===== src/rtl/aes_pkg.sv =====
// Shared constants and index helpers for the Rijndael ShiftRows datapath.
// Byte s[r][c] of a state lives at byte lane 4*c + r.
package aes_pkg;

    localparam int NB_128 = 4;
    localparam int NB_192 = 6;
    localparam int NB_256 = 8;

    typedef enum logic [1:0] {
        EMPTY   = 2'd0,
        PARTIAL = 2'd1,
        FULL    = 2'd2
    } fifo_st_e;

    function automatic bit nb_legal(input int nb);
        return (nb == NB_128) || (nb == NB_192) || (nb == NB_256);
    endfunction

    // Only the 256-bit block widens the offsets of rows 2 and 3.
    function automatic int shift_off(input int nb, input int row);
        case (row)
            0:       return 0;
            1:       return 1;
            2:       return (nb == NB_256) ? 3 : 2;
            default: return (nb == NB_256) ? 4 : 3;
        endcase
    endfunction

    function automatic int byte_idx(input int r, input int c);
        return 4 * c + r;
    endfunction

endpackage


===== src/rtl/shift_rows_perm.sv =====
// Combinational ShiftRows / InvShiftRows byte permutation.
// Source columns are fixed at elaboration; only a 2:1 mux per byte remains.
module shift_rows_perm
    import aes_pkg::*;
#(
    parameter int NB = 4
) (
    input  logic              mode,
    input  logic [32*NB-1:0]  state_in,
    output logic [32*NB-1:0]  state_out
);

    for (genvar r = 0; r < 4; r++) begin : g_row
        for (genvar c = 0; c < NB; c++) begin : g_col
            localparam int OFF = shift_off(NB, r);
            localparam int ENC = (c + OFF) % NB;
            localparam int DEC = (c - OFF + NB) % NB;
            assign state_out[8*byte_idx(r, c) +: 8] = mode
                ? state_in[8*byte_idx(r, DEC) +: 8]
                : state_in[8*byte_idx(r, ENC) +: 8];
        end
    end

endmodule


===== src/rtl/shift_rows_pipe.sv =====
// ShiftRows stage with a DEPTH-entry output FIFO; the permutation is applied
// on the way in, so a result is visible the cycle after acceptance.
module shift_rows_pipe
    import aes_pkg::*;
#(
    parameter int NB    = 4,
    parameter int DEPTH = 2
) (
    input  logic              clk,
    input  logic              rst,
    input  logic              in_valid,
    output logic              in_ready,
    input  logic              in_mode,
    input  logic [32*NB-1:0]  in_state,
    output logic              out_valid,
    input  logic              out_ready,
    output logic              out_mode,
    output logic [32*NB-1:0]  out_state
);

    localparam int W  = 32 * NB;
    localparam int PW = (DEPTH > 1) ? $clog2(DEPTH) : 1;
    localparam logic [2:0]    DEPTH_C = 3'(DEPTH);
    localparam logic [PW-1:0] LAST    = PW'(DEPTH - 1);

    if (!nb_legal(NB) || DEPTH < 1 || DEPTH > 4) begin : g_bad_param
        $error("shift_rows_pipe: illegal NB=%0d or DEPTH=%0d", NB, DEPTH);
    end

    logic [W-1:0]  perm;
    logic [W-1:0]  mem_st [DEPTH];
    logic          mem_md [DEPTH];
    logic [PW-1:0] wr_ptr, rd_ptr;
    logic [2:0]    count;
    fifo_st_e      st;
    logic          push, pop;

    shift_rows_perm #(.NB(NB)) u_perm (
        .mode      (in_mode),
        .state_in  (in_state),
        .state_out (perm)
    );

    function automatic logic [PW-1:0] ptr_next(input logic [PW-1:0] p);
        return (p == LAST) ? '0 : p + 1'b1;
    endfunction

    always_comb begin
        st = PARTIAL;
        if (count == 3'd0)
            st = EMPTY;
        else if (count == DEPTH_C)
            st = FULL;
    end

    // Handshake flags come from the registered count only.
    assign in_ready  = (st != FULL);
    assign out_valid = (st != EMPTY);
    assign push      = in_valid && in_ready;
    assign pop       = out_valid && out_ready;

    always_ff @(posedge clk) begin
        if (rst) begin
            count  <= '0;
            wr_ptr <= '0;
            rd_ptr <= '0;
            // Clearing storage keeps out_state/out_mode at zero until a push.
            for (int i = 0; i < DEPTH; i++) begin
                mem_st[i] <= '0;
                mem_md[i] <= 1'b0;
            end
        end else begin
            if (push) begin
                mem_st[wr_ptr] <= perm;
                mem_md[wr_ptr] <= in_mode;
                wr_ptr         <= ptr_next(wr_ptr);
            end
            if (pop)
                rd_ptr <= ptr_next(rd_ptr);
            case ({push, pop})
                2'b10:   count <= count + 3'd1;
                2'b01:   count <= count - 3'd1;
                default: count <= count;
            endcase
        end
    end

    assign out_state = mem_st[rd_ptr];
    assign out_mode  = mem_md[rd_ptr];

endmodule


===== config.mk =====
export PLATFORM = sky130hd
export DESIGN_NAME = shift_rows_pipe
export DESIGN_NICKNAME = d
export VERILOG_FILES = /design/src/rtl/aes_pkg.sv /design/src/rtl/shift_rows_perm.sv /design/src/rtl/shift_rows_pipe.sv
export SDC_FILE = /design/constraint.sdc
export NUM_CORES = 1
export LEC_CHECK = 0
export CORE_MARGIN = 2
export CORE_UTILIZATION = 50
export DETAILED_ROUTE_END_ITERATION = 8
export PLACE_DENSITY = 0.89
export SETUP_SLACK_MARGIN = 0.1
export SLEW_MARGIN = 0
export SYNTH_ARGS = -nofsm -noshare
export SYNTH_HDL_FRONTEND = slang
export SYNTH_SLANG_ARGS = --single-unit

===== constraint.sdc =====
create_clock -name clk -period 9.7 [get_ports clk]
set_input_delay 1.94 -clock clk [delete_from_list [all_inputs] [get_ports clk]]
set_output_delay 1.94 -clock clk [all_outputs]
set_load 0.005 [all_outputs]

; Word level (Yosys, flattened, before mapping)
; Memories as Yosys holds them, arrays and structs flattened. A register that Yosys moved wholly into a read port is not among the register bits.
; Index checks and enable logic that the tools add are counted.
[totals]
register_bits = 5
elab_cells = 48
ramBits = 258
memories = 2
output_inout_bits = 131
inputBits = 133
[op_classes]
n_addsub = 4
reduce_logical = 7
mux = 28
n_eq_ne = 4
[mem_list]
columns = memory, depth, word_bits, read_ports, rd_clocked_by_memory_dff, wr, line
row1 = mem_st, 2, 128, 1, 1, 2, shift_rows_pipe.sv:31  ; logic [W-1:0] mem_st [DEPTH];
row2 = mem_md, 2, 1, 1, 1, 2, shift_rows_pipe.sv:32  ; logic mem_md [DEPTH];
[op_table]
columns = cell, count
row1 = $mux W128, 1
row2 = $reduce_or A128 Y1, 1
row3 = $mux W8, 8
row4 = $mux W1, 16
row5 = $pmux W3 S2, 1
row6 = $mux W2, 2
row7 = $reduce_bool A2 Y1, 2
row8 = $add A3 B1 Y3 const B, 1
row9 = $eq A3 B2 Y1 const B, 1
row10 = $logic_not A3 Y1, 1
row11 = $sub A3 B1 Y3 const B, 1
row12 = $add A1 B1 Y1 const B, 2
row13 = $eq A2 B1 Y1 const B, 1
row14 = $eq A2 B2 Y1 const B, 1
row15 = $logic_and A1 B1 Y1, 2
row16 = $ne A2 B2 Y1 const B, 1
row17 = $reduce_or A1 Y1, 1

; Logic depth before layout (Yosys ltp)
[logic_depth]
depth_word = 10
depth_mapped = 9

; Hierarchy
; From an unflattened synthesis, not the netlist that was laid out.
[hier_totals]
cells_unflattened = 857
hier_area_um2 = 13046.3
[modules_own_cells]
columns = module, instances, cells_per_inst, seq_area_each_um2, area_per_inst_um2
row1 = shift_rows_pipe, 1, 722, 7867.5, 11488.5
row2 = shift_rows_perm, 1, 135, 0.0, 1557.7

; Worst setup path after synthesis
; Ideal clock, no wire load.
[synth_path]
path_kind = in2reg
startpoint = input port in_valid
endpoint = memory mem_md[0] (enable)
setup_slack_ps = 1095
arrival_ps = 7961
path_buffers = 0
cell_stages = 2
path_cell_list = nand2_1 -> o21bai_1
[synth_lines]
columns = item, line
row1 = "start, declared", shift_rows_pipe.sv:11  ; input logic in_valid,
row2 = "end, declared", shift_rows_pipe.sv:32

==> impl_metrics.ini <==
[finish]
multiInputGateArea_mm2 = 0.00373
layout.nets = 1178
syn2layout_area_growth_pct = 31.2
ff_latch_area_mm2 = 0.00787
drive_above_1_share_pct = 22.0
finalNonFillerCells = 1383
n_fill_cell = 1666

[timing]
worst_slew_pin_slew_ps = 1120
post-route-period-util_pct = 53.9
clock.fmax_mhz = 191
tns_ps = 0
setup_viol = 0
finalHoldViolCount = 0
slew_headroom_pct = 25.3
min_period_ps = 5230
grt_setup_unrepaired = false
drv_slew = 0
fin_worst_skew_ps = 18.6

[synthesis]
ys_seq_elements = 264
synth_common_cells = 258 x edfxtp_1, 134 x nor2_1, 129 x mux2_2
synth_top_family_by_area = multiplexers
seq_area_frac_synth_pct = 66.1
yosys.cell_count.top_type = edfxtp_1
yosysUniqueCellTypes = 30
syn_area_mm2 = 0.0119
synth_fa_ha_area_share_pct = 0.273
synth_compound_area_share_pct = 0.326
synth_xor_area_share_pct = 0.221
yosys.area_share.simple_pct = 12.8
synth_top_area_share_pct = 65.1
synthMuxAreaShare_pct = 17.6
syn_inst = 796
ys_warn_count = 0
yosysTopAreaCell = edfxtp_1
syn_nets = 931
ys.flop_type = edfxtp_1
syn_area_per_cell_um2 = 15.0
yosys-top-cells-area = edfxtp_1 65%, mux2_2 12%, mux2i_1 5.4%, nor2_1 4.2%, and2_1 4.2%
synth-edff-count = 258
synthArstFlopShare_pct = 0

[route]
drt_iter0_markers = 501
drc_errors = 0
firstDrtPassIters = 5
via_per_inst = 5.18
routedWlPerCell_um = 18.5
drt-total-wl_mm = 25.6
postRouteAntennaNets = 0
routed-via-count = 7161

[clocking]
clock_path_buffers = 3
cts_resized = 0
postCtsHoldBufs = 0
cts_buffers = 27
clock_latency_ps = 520
cts_sinks = 264
cts_tree = done
path_clk_slew_ps = 60
h-tree-depth = 1
cts_setup_buffers = 0
cts-root-buf = clkbuf_16

[floorplanning]
start_util_pct = 50.9
row_count = 56
io_pins = 264
die_y_um = 158
dieWidth_um = 158
core_area_mm2 = 0.0234
dieArea_mm2 = 0.0251

[global_routing]
grt_pass1_vias = 7191
overflow = 0
antenna_found_initial = 0
grt_use_total_pct = 19.4
grt_pass1_wl_mm = 37.6
grt_max_degree = 78

[worst_setup_path]
r2r_cells = 5
worstSetupStartpointType = flip-flop
worstPathCellList = buf_4 -> mux2_2 -> clkdlybuf4s50_1
crit_type = flip-flop to output port
required_ps = 7760
cp_slowest_cell = buf_4
cp_top_family = buffers and inverters
crit_cells = 3
crit_arrival_ps = 3290
path_max_fanout = 74
cp_num_buf_inv = 2
cp-end-kind = output port
slowest_delay_ps = 880

[placed_design]
dpl.cell_count = 1333
port_buffers = 263
place.detailed.hpwl_mm = 15.6
globalplace.congestion = 0.739

[power_and_ir_drop]
combPwrFrac_pct = 29.8
switchingPower_mw = 0.940
p_per_area_mw_per_mm2 = 239
pwr-share-seq_pct = 41.4
clkPwrFrac_pct = 28.8
total_leakage_power_nw = 5.96
intPower_mw = 2.79
worst_ir_drop_vdd_mv = 0.253
swShare_pct = 25.2

[run_status]
outcome = complete, no violations

[hold_path]
hold_path_class = flip-flop to flip-flop
whs_path_depth = 2

[job]
maxCapViolCount = 0
-- final timing paths --
check / start / endpoint / slack (ps)
setup / recovery: flip-flop / out_state[90] / 4470
hold / removal: count[2] / count[2] / 530
setup reg to reg: count[1] / mem_st[1][89] / 6320
hold reg to reg: count[2] / count[2] / 530
-- cells in the final DEF (no fill, tap or decap), drive strengths merged, types with 2 or more instances in the layout --
| cell | instances |
|---|---|
| clkinvlp | 2 |
| xor2 | 2 |
| clkdlybuf4s50 | 262 |
| buf | 7 |
| inv | 3 |
| clkinv | 8 |
| mux2i | 64 |
| a21oi | 2 |
| or3 | 2 |
| dfxtp | 6 |
| clkbuf | 34 |
| bufinv | 5 |
| edfxtp | 258 |
| and2 | 130 |
| nor2 | 134 |
| mux2 | 129 |
-- cell type report --
cell class,count,share of cell area (%)
clock buffer,34,4.62
tap,319,2.56
timing repair buffer,269,17.1
inverter,3,0.0721
sequential,264,50.4
antenna,1,0.0160
clock inverter,15,1.30
multi-input combinational,478,23.9
-- cells by family (layout without fill, tap and decap cells) --
| kind of cell | Yosys count | after routing |
|---|---|---|
| other | 0 | 1 |
| multiplexers | 193 | 193 |
| buffers and inverters | 54 | 321 |
| AND/OR/NAND/NOR | 274 | 274 |
| XOR/XNOR | 3 | 3 |
| AO/OA/AOI/OAI | 6 | 6 |
| adder cells (fa/ha/maj) | 2 | 2 |
| flip-flops | 264 | 264 |
-- worst min-delay path: cells and delay by family (launching register included) --
family | cells | cell delay, ps
DFF | 1 | 340
AOI/OAI and AO/OA | 2 | 150
-- flip-flops by register name (all words and copies together), names as in the netlist, named ones only --
| name | flops |
|---|---|
| wr_ptr | 1 |
| count | 3 |
| mem_md | 2 |
| rd_ptr | 1 |
| mem_st | 256 |
-- power by group through the flow --
stage | clock, mW | sequential [mW] | combinational, mW
after floorplan | 0 | 1.53 | 0.573
after global placement | 0 | 1.55 | 1.10
after detailed placement | 0 | 1.57 | 1.11
after CTS | 1.09 | 1.55 | 1.12
after global routing | 1.13 | 1.56 | 1.18
final | 1.07 | 1.54 | 1.11
-- routing by layer --
metal,global-route usage [%],routed length (µm),part of all wire (%)
met4,7.72,877,3.4
met3,3.48,1680,6.6
met2,32.8,12600,49
met5,0,0,0
met1,24.8,10400,41
-- per-stage QoR --
step                      util, %  hold slack, ps  power (mW)  worst slack (ps)  cell area (µm²)
after floorplan                 -             475        2.10              1090            11900
after global placement       62.8             495        2.65              4430            14700
after CTS                    66.7             519        3.76              4440            15600
after global routing         66.7             542        3.88              4300            15600
after detailed placement     62.8             506        2.68              4400            14700
final                        66.7             529        3.73              4470            15600
(Power assumes the default switching activity.)
